[config.mk]
export PLATFORM = sky130hd
export DESIGN_NAME = nco_sincos
export DESIGN_NICKNAME = d
export VERILOG_FILES = /design/src/rtl/nco_sincos.sv
export SDC_FILE = /design/constraint.sdc
export NUM_CORES = 1
export LEC_CHECK = 0
export BUFFER_PORTS_ARGS = -buffer_cell sky130_fd_sc_hd__buf_4
export CAP_MARGIN = 20
export CORE_UTILIZATION = 30
export DETAILED_ROUTE_END_ITERATION = 8
export PLACE_DENSITY = 0.48
export RECOVER_POWER = 100
export SYNTH_ARGS = -nofsm -noshare
export SYNTH_HDL_FRONTEND = slang
export SYNTH_SLANG_ARGS = --single-unit
[constraint.sdc]
create_clock -name clk -period 9.8 [get_ports clk]
set_clock_uncertainty 0.1 [all_clocks]
set_input_delay 0.98 -clock clk [delete_from_list [all_inputs] [get_ports clk]]
set_output_delay 0.98 -clock clk [all_outputs]
set_load 0.02 [all_outputs]
[src/rtl/nco_sincos.sv]
`default_nettype none
// ============================================================================
// Module   : nco_sincos
// Purpose  : Quadrature NCO. A phase accumulator plus a phase offset address a
//            quarter-wave sine table and produce sin/cos samples with a valid strobe.
// Revision : 1.0  initial release
// ============================================================================
module nco_sincos #(
    parameter int PSZ = 32,
    parameter int ASZ = 10,
    parameter int OSZ = 14
) (
    input  logic                  clk,
    input  logic                  rst,
    input  logic                  en,
    input  logic                  sync,
    input  logic                  conj,
    input  logic [PSZ-1:0]        freq,
    input  logic [PSZ-1:0]        poff,
    output logic signed [OSZ-1:0] sin,
    output logic signed [OSZ-1:0] cos,
    output logic                  valid
);

    localparam int AMP   = 2**(OSZ-1) - 1;
    localparam int ROM_N = 2**(ASZ-2);
    localparam int RW    = OSZ - 1;
    localparam int IW    = ASZ - 2;

    // The argument never exceeds pi/2, so the series converges well within 15 terms.
    function automatic real taylor_sin(input real x);
        real term;
        real sum;
        term = x;
        sum  = x;
        for (int n = 1; n < 15; n++) begin
            term = -term * x * x / real'((2 * n) * (2 * n + 1));
            sum  = sum + term;
        end
        return sum;
    endfunction

    function automatic logic [ROM_N*RW-1:0] build_rom();
        logic [ROM_N*RW-1:0] tbl;
        real                 ang;
        int                  val;
        tbl = '0;
        for (int i = 0; i < ROM_N; i++) begin
            ang = 2.0 * 3.14159265358979323846 * (real'(i) + 0.5) / real'(2**ASZ);
            val = $rtoi(real'(AMP) * taylor_sin(ang) + 0.5);
            tbl[i*RW +: RW] = RW'(val);
        end
        return tbl;
    endfunction

    localparam logic [ROM_N*RW-1:0] ROM_TBL = build_rom();

    logic [PSZ-1:0] acc_q,   acc_d;
    logic [ASZ-1:0] ph_q,    ph_d;
    logic           conj0_q, conj0_d;
    logic           v0_q,    v0_d;
    logic           v1_q,    v1_d;
    logic           v2_q,    v2_d;
    logic           v3_q,    v3_d;
    logic [IW-1:0]  sidx_q,  sidx_d;
    logic [IW-1:0]  cidx_q,  cidx_d;
    logic           sneg1_q, sneg1_d;
    logic           cneg1_q, cneg1_d;
    logic           sneg2_q, sneg2_d;
    logic           cneg2_q, cneg2_d;
    logic           sneg3_q, sneg3_d;
    logic           cneg3_q, cneg3_d;
    logic [RW-1:0]  srom1_q, srom1_d;
    logic [RW-1:0]  crom1_q, crom1_d;
    logic [RW-1:0]  srom2_q, srom2_d;
    logic [RW-1:0]  crom2_q, crom2_d;
    logic [OSZ-1:0] sin_q,   sin_d;
    logic [OSZ-1:0] cos_q,   cos_d;
    logic           valid_q, valid_d;

    logic [PSZ-1:0] base;
    logic [ASZ-1:0] pc;

    always_comb begin
        base    = sync ? '0 : acc_q;
        acc_d   = acc_q;
        ph_d    = ph_q;
        conj0_d = conj0_q;
        if (en) begin
            acc_d   = base + freq;
            ph_d    = ASZ'((base + poff) >> (PSZ - ASZ));
            conj0_d = conj;
        end
        v0_d = en;

        // Quadrant folding: bit ASZ-2 mirrors the index, bit ASZ-1 flips the sign.
        pc      = ph_q + ASZ'(ROM_N);
        sidx_d  = ph_q[ASZ-2] ? ~ph_q[IW-1:0] : ph_q[IW-1:0];
        cidx_d  = pc[ASZ-2]   ? ~pc[IW-1:0]   : pc[IW-1:0];
        sneg1_d = ph_q[ASZ-1] ^ conj0_q;
        cneg1_d = pc[ASZ-1];
        v1_d    = v0_q;

        srom1_d = ROM_TBL[int'(sidx_q)*RW +: RW];
        crom1_d = ROM_TBL[int'(cidx_q)*RW +: RW];
        sneg2_d = sneg1_q;
        cneg2_d = cneg1_q;
        v2_d    = v1_q;

        srom2_d = srom1_q;
        crom2_d = crom1_q;
        sneg3_d = sneg2_q;
        cneg3_d = cneg2_q;
        v3_d    = v2_q;

        sin_d = sin_q;
        cos_d = cos_q;
        if (v3_q) begin
            sin_d = sneg3_q ? OSZ'(0) - {1'b0, srom2_q} : {1'b0, srom2_q};
            cos_d = cneg3_q ? OSZ'(0) - {1'b0, crom2_q} : {1'b0, crom2_q};
        end
        valid_d = v3_q;
    end

    always_ff @(posedge clk) begin
        if (rst) begin
            acc_q   <= '0;
            ph_q    <= '0;
            conj0_q <= 1'b0;
            v0_q    <= 1'b0;
            v1_q    <= 1'b0;
            v2_q    <= 1'b0;
            v3_q    <= 1'b0;
            sidx_q  <= '0;
            cidx_q  <= '0;
            sneg1_q <= 1'b0;
            cneg1_q <= 1'b0;
            sneg2_q <= 1'b0;
            cneg2_q <= 1'b0;
            sneg3_q <= 1'b0;
            cneg3_q <= 1'b0;
            srom1_q <= '0;
            crom1_q <= '0;
            srom2_q <= '0;
            crom2_q <= '0;
            sin_q   <= '0;
            cos_q   <= '0;
            valid_q <= 1'b0;
        end else begin
            acc_q   <= acc_d;
            ph_q    <= ph_d;
            conj0_q <= conj0_d;
            v0_q    <= v0_d;
            v1_q    <= v1_d;
            v2_q    <= v2_d;
            v3_q    <= v3_d;
            sidx_q  <= sidx_d;
            cidx_q  <= cidx_d;
            sneg1_q <= sneg1_d;
            cneg1_q <= cneg1_d;
            sneg2_q <= sneg2_d;
            cneg2_q <= cneg2_d;
            sneg3_q <= sneg3_d;
            cneg3_q <= cneg3_d;
            srom1_q <= srom1_d;
            crom1_q <= crom1_d;
            srom2_q <= srom2_d;
            crom2_q <= crom2_d;
            sin_q   <= sin_d;
            cos_q   <= cos_d;
            valid_q <= valid_d;
        end
    end

    assign sin   = sin_q;
    assign cos   = cos_q;
    assign valid = valid_q;

endmodule
`default_nettype wire
# Word level (Yosys, flattened, before mapping)
# Cells that the tools add are included.
[totals]
word_cells = 39
inputBits = 69
rom_bits = 0
ramBits = 0
n_memories = 0
regBits = 150
latchBits = 0
output_inout_bits = 29
[classes]
n_reduce_logical = 0
multipliers = 2
div_mod_pow = 0
bitwise = 3
n_addsub = 5
order_cmp = 0
eq_ne = 0
shifts = 2
mux = 5
[op_table]
columns = ["operator", "count"]
rows = [
  ["variable part select 3328 x 13 -> 13 bit, first input constant", 2],
  ["adder 32 bit", 2],
  ["2-to-1 mux 32 bit", 1],
  ["2-to-1 mux 14 bit", 2],
  ["subtractor 1 x 13 -> 14 bit, first input constant", 2],
  ["multiplier 8 x 4 -> 12 bit, second input constant", 2],
  ["2-to-1 mux 8 bit", 2],
  ["NOT 8 bit", 2],
  ["adder 10 x 9 -> 10 bit, second input constant", 1],
  ["bitwise XOR 1 bit", 1],
]

# Depth between registers and ports, before layout
[depth]
depth_word = 3
mapped_depth = 23

# Worst setup path before layout
# Ideal clock, no wire load.
[synth_path]
kind = "input port to flip-flop"
start = "input sync"
end = "register acc_q[22]"
slack_ns = 4.536
arrival_ns = 5.030
cell_stages = 21
t_required_ns = 9.566
setup_time_ns = 0.134
path_cell_list = "inv_2 > clkbuf_1 > clkbuf_1 > clkbuf_1 > clkbuf_1 > buf_1 > nand2_1 > xnor2_1 > ha_1 > nand3_1 > a211o_1 > a32oi_1 > o21a_4 > a22oi_2 > o22a_2 > o221ai_4 > a31oi_1 > nand2_1 > or4_1 > o31ai_1 > or4_1"
[synth_between]
elab_chain_cells = 2
[synth_rtl]
columns = ["element", "line_no", "text"]
rows = [
  ["start: declaration", "16", "input logic sync,"],
  ["2-to-1 mux 32 bit", "85", "base = sync ? '0 : acc_q;"],
  ["adder 32 bit", "90", "acc_d = base + freq;"],
  ["end signal: assignment", "127", "acc_q <= '0;"],
  ["end signal: assignment", "150", "acc_q <= acc_d;"],
  ["end: declaration", "58", "logic [PSZ-1:0] acc_q, acc_d;"],
]
# Every way passes these cells.
# A chain may end at the register's enable or synchronous reset.

==> results.py <==
metrics = {
    "final_layout": {
        "register_area_mm2": 0.00302,
        "post-route-util": 0.327,
        "layout.cell_area.non_filler_mm2": 0.0176,
        "post_route_cells_drive_above_1_share": 0.0753,
        "most_common_cell_after_layout_fill_and_taps_aside": "nor2_1",
        "layout_common_cells": "290 x nor2_1, 265 x nand2_1, 243 x o21ai_0, 190 x a21oi_1, 142 x dfxtp_1",
        "layout.filler_cells": 5896,
        "area_occupied_by_multi_input_gates_mm2": 0.0120,
        "flow.area_growth_from_synthesis_pct": 7.84,
        "antenna_cells": 0,
        "nNetsFinal": 2439,
    },
    "worst_hold_path": {
        "origin_of_the_worst_min_delay_path": "v1_q",
        "min_path_type": "flop to flop",
        "hold_path_end": "v2_q",
        "timing.hold.worst_path_depth": 1,
    },
    "status": {
        "status": "complete, but fails checks",
        "violations": "max-capacitance violations, max-slew violations",
    },
    "job": {
        "drv_cap": 3,
    },
    "sta": {
        "max_freq_ghz": 0.156,
        "rsz0062_at_grt": "false",
        "max-slew-margin-rel": -1.49,
        "postLayoutSetupSlackWorst_ps": 3380,
        "final_min_period_over_clock_period": 0.655,
        "timing_hold_violations_final": 0,
        "report.final.slew_viol_count": 227,
        "fin_crit_ps": 6420,
        "worstMarginPinSlew_ps": 3740,
        "setup_viol": 0,
        "final.setup.tns_ps": 0,
    },
    "routing": {
        "drt_pre_antenna_iters": 7,
        "wl_mm": 60.8,
        "routed-via-count": 18067,
        "drt_iter0_drc": 2015,
        "via_per_instance_ratio": 5.95,
        "detail-route-antenna-nets": 0,
        "post-route-drc-count": 0,
        "post_drt_wl_per_cell_um": 20.0,
    },
    "logic_synthesis": {
        "synthesized_instance_count": 2437,
        "synth.lib_cells_used.distinct": 94,
        "syn-num-nets": 2551,
        "syn-mean-instance-area_um2": 6.69,
        "post_synthesis_instance_area_mm2": 0.0163,
        "yosysWarnings": 0,
        "async_reset_ff_frac": 0,
        "ys_ff_latch": 150,
        "synth_flop_cell": "dfxtp_1",
        "synth_enable_flop_cells": 0,
        "synth_sequential_area_ratio": 0.184,
    },
    "place": {
        "detailed_place.area_mm2": 0.0171,
        "place_worst_setup_slack_ps": 5070,
        "gp_congestion": 0.948,
        "post-dp-hpwl_mm": 41.8,
        "port_buffers": 97,
    },
    "clocking": {
        "clk_latency_ps": 460,
        "worst_setup_hold_path_clk_slew_ps": 70,
        "tritoncts": "built",
        "cts_hold_bufs": 0,
        "cts_htree_levels": 4,
        "numClockSinks": 150,
        "clk_root_buffer_cell": "clkbuf_16",
        "cts_made_buffers": 17,
        "ctsLongestPathBuffers": 2,
        "post_cts.resized_instances": 0,
        "cts_setup_buffers": 0,
    },
    "setup_path": {
        "crit_family": "buffers and inverters",
        "reg2reg_slack_ps": 4630,
        "rr_startpoint": "sidx_q[1]",
        "worst-setup-path-type": "input port to flop",
        "crit_path_end_kind": "flop",
        "cpMaxStageDelayCell": "clkbuf_1",
        "worstReg2RegEnd": "srom1_q[6]",
        "critical_path.startpoint_type": "input port",
        "crit_buf_inv": 2,
        "required_time_reported_for_the_critical_path_endpoint_ps": 10040,
        "crit_path_frequent_cell": "clkbuf_1",
        "reg2reg_depth": 12,
        "critPathMaxFanout": 75,
        "worstPathCellList": "clkbuf_1, clkbuf_1, nor3b_1, a311o_1",
        "critPathArrivalTime_ps": 6670,
        "critical_path.max_stage_delay_ps": 2600,
    },
    "global_routing": {
        "number_of_global_route_vias_before_repair": 16079,
        "grt_pass1_wl_mm": 94.5,
        "globalRouteOverflowTotal": 0,
        "track_usage": 0.212,
        "grt_max_degree": 95,
        "grt_antenna_before_repair": 0,
    },
    "floorplanning": {
        "die_w_um": 235,
        "fp.dieH_um": 235,
        "die_area_mm2": 0.0553,
        "floorplan.core_area_mm2": 0.0538,
        "floorplan.initialDensity": 0.303,
        "floorplan.io_pins": 98,
        "placementRows": 85,
    },
    "power": {
        "vdd_drop_max_uv": 130,
        "p_per_area_mw_per_mm2": 155,
        "power.static_leakage_uw": 0.00630,
        "power_uw": 2730,
    },
}
[stage by stage]
| step | hold WS [ps] | instances |
|---|---|---|
| final | 334 | 3034 |
| after global routing | 348 | 3034 |
| after CTS | 337 | 3034 |
| after detailed placement | 320 | 3002 |
| after global placement | 317 | 3002 |
| after floorplan | 314 | 2437 |
[power breakdown]
part           total (µW)  switching, µW  internal, µW
sequential            775            100           675
combinational        1250            803           447
clock                 708            300           408
total                2730           1200          1530
[cell families after synthesis]
group | Yosys count | synth area share
AOI/OAI and AO/OA | 875 | 0.347
xor gates and xnor gates | 115 | 0.0618
adders and majority gates | 59 | 0.0435
buffers and inverters | 315 | 0.0772
DFF | 150 | 0.184
muxes | 40 | 0.0309
and+or+nand+nor | 883 | 0.255
[how the worst max path moves through the flow]
stage	slack (ps)	start	cells after the start	to
after floorplan	4540	sync	21	acc_q[22]
after global placement	5140	sync	13	acc_q[31]
after detailed placement	5070	sync	13	acc_q[31]
after CTS	5570	sync	13	acc_q[31]
after global routing	2870	rst	4	acc_q[31]
final	3380	rst	4	acc_q[31]
[routing by layer]
metal,global-route usage,up-vias,share of wire
met1,0.294,8492,0.45
li1,-,8652,-
met5,0,-,0
met4,0.0813,0,0.029
met2,0.327,812,0.44
met3,0.0325,111,0.074
[flip-flops by register name, summed over array words and instances (netlist names), 10 cells and up]
| name | cells |
|---|---|
| acc_q | 32 |
| cos | 14 |
| crom1_q | 13 |
| crom2_q | 13 |
| ph_q | 10 |
| sin | 14 |
| srom1_q | 13 |
| srom2_q | 13 |
[worst reg2reg max path, cell delays in order (launching register included)]
cell	delay, ps
dfxtp_1	300
clkbuf_1	970
inv_1	580
ha_1	930
inv_1	430
nor2_1	400
nor2_1	100
nand2_1	90
o311ai_0	190
a311oi_1	450
a21oi_1	80
nand2_1	110
a21oi_1	120
[layout make-up]
class	count	area share
Tap cell	696	0.0495
Clock inverter	15	0.0110
Clock buffer	17	0.0242
Timing Repair Buffer	125	0.0463
Inverter	59	0.0126
Multi-Input combinational cell	1972	0.685
Sequential cell	150	0.172
[Yosys cell counts (11+ instances only)]
cell	count	area [µm²]
nor2_1	290	1090
nand2_1	265	995
o21ai_0	242	1210
clkbuf_1	198	743
a21oi_1	189	946
dfxtp_1	150	3000
a211oi_1	72	541
a31oi_1	65	407
nor2b_1	61	382
nor3_1	59	295
xnor2_1	58	508
xor2_1	57	499
inv_1	56	210
ha_1	45	563
o211ai_1	44	330
nand3_1	42	210
mux2i_1	29	290
nand2b_1	29	181
o22ai_1	29	181
buf_1	27	101
a311oi_1	25	219
o31ai_1	25	188
and2_1	23	144
buf_2	22	110
or3_1	22	138
a32oi_1	21	184
o311ai_0	19	166
a221oi_1	13	114
a21o_1	12	90.1
nor4bb_1	12	120
and3_1	11	68.8
o221ai_1	11	96.3
or2_2	11	68.8
Power figures use the tool's default switching activity.
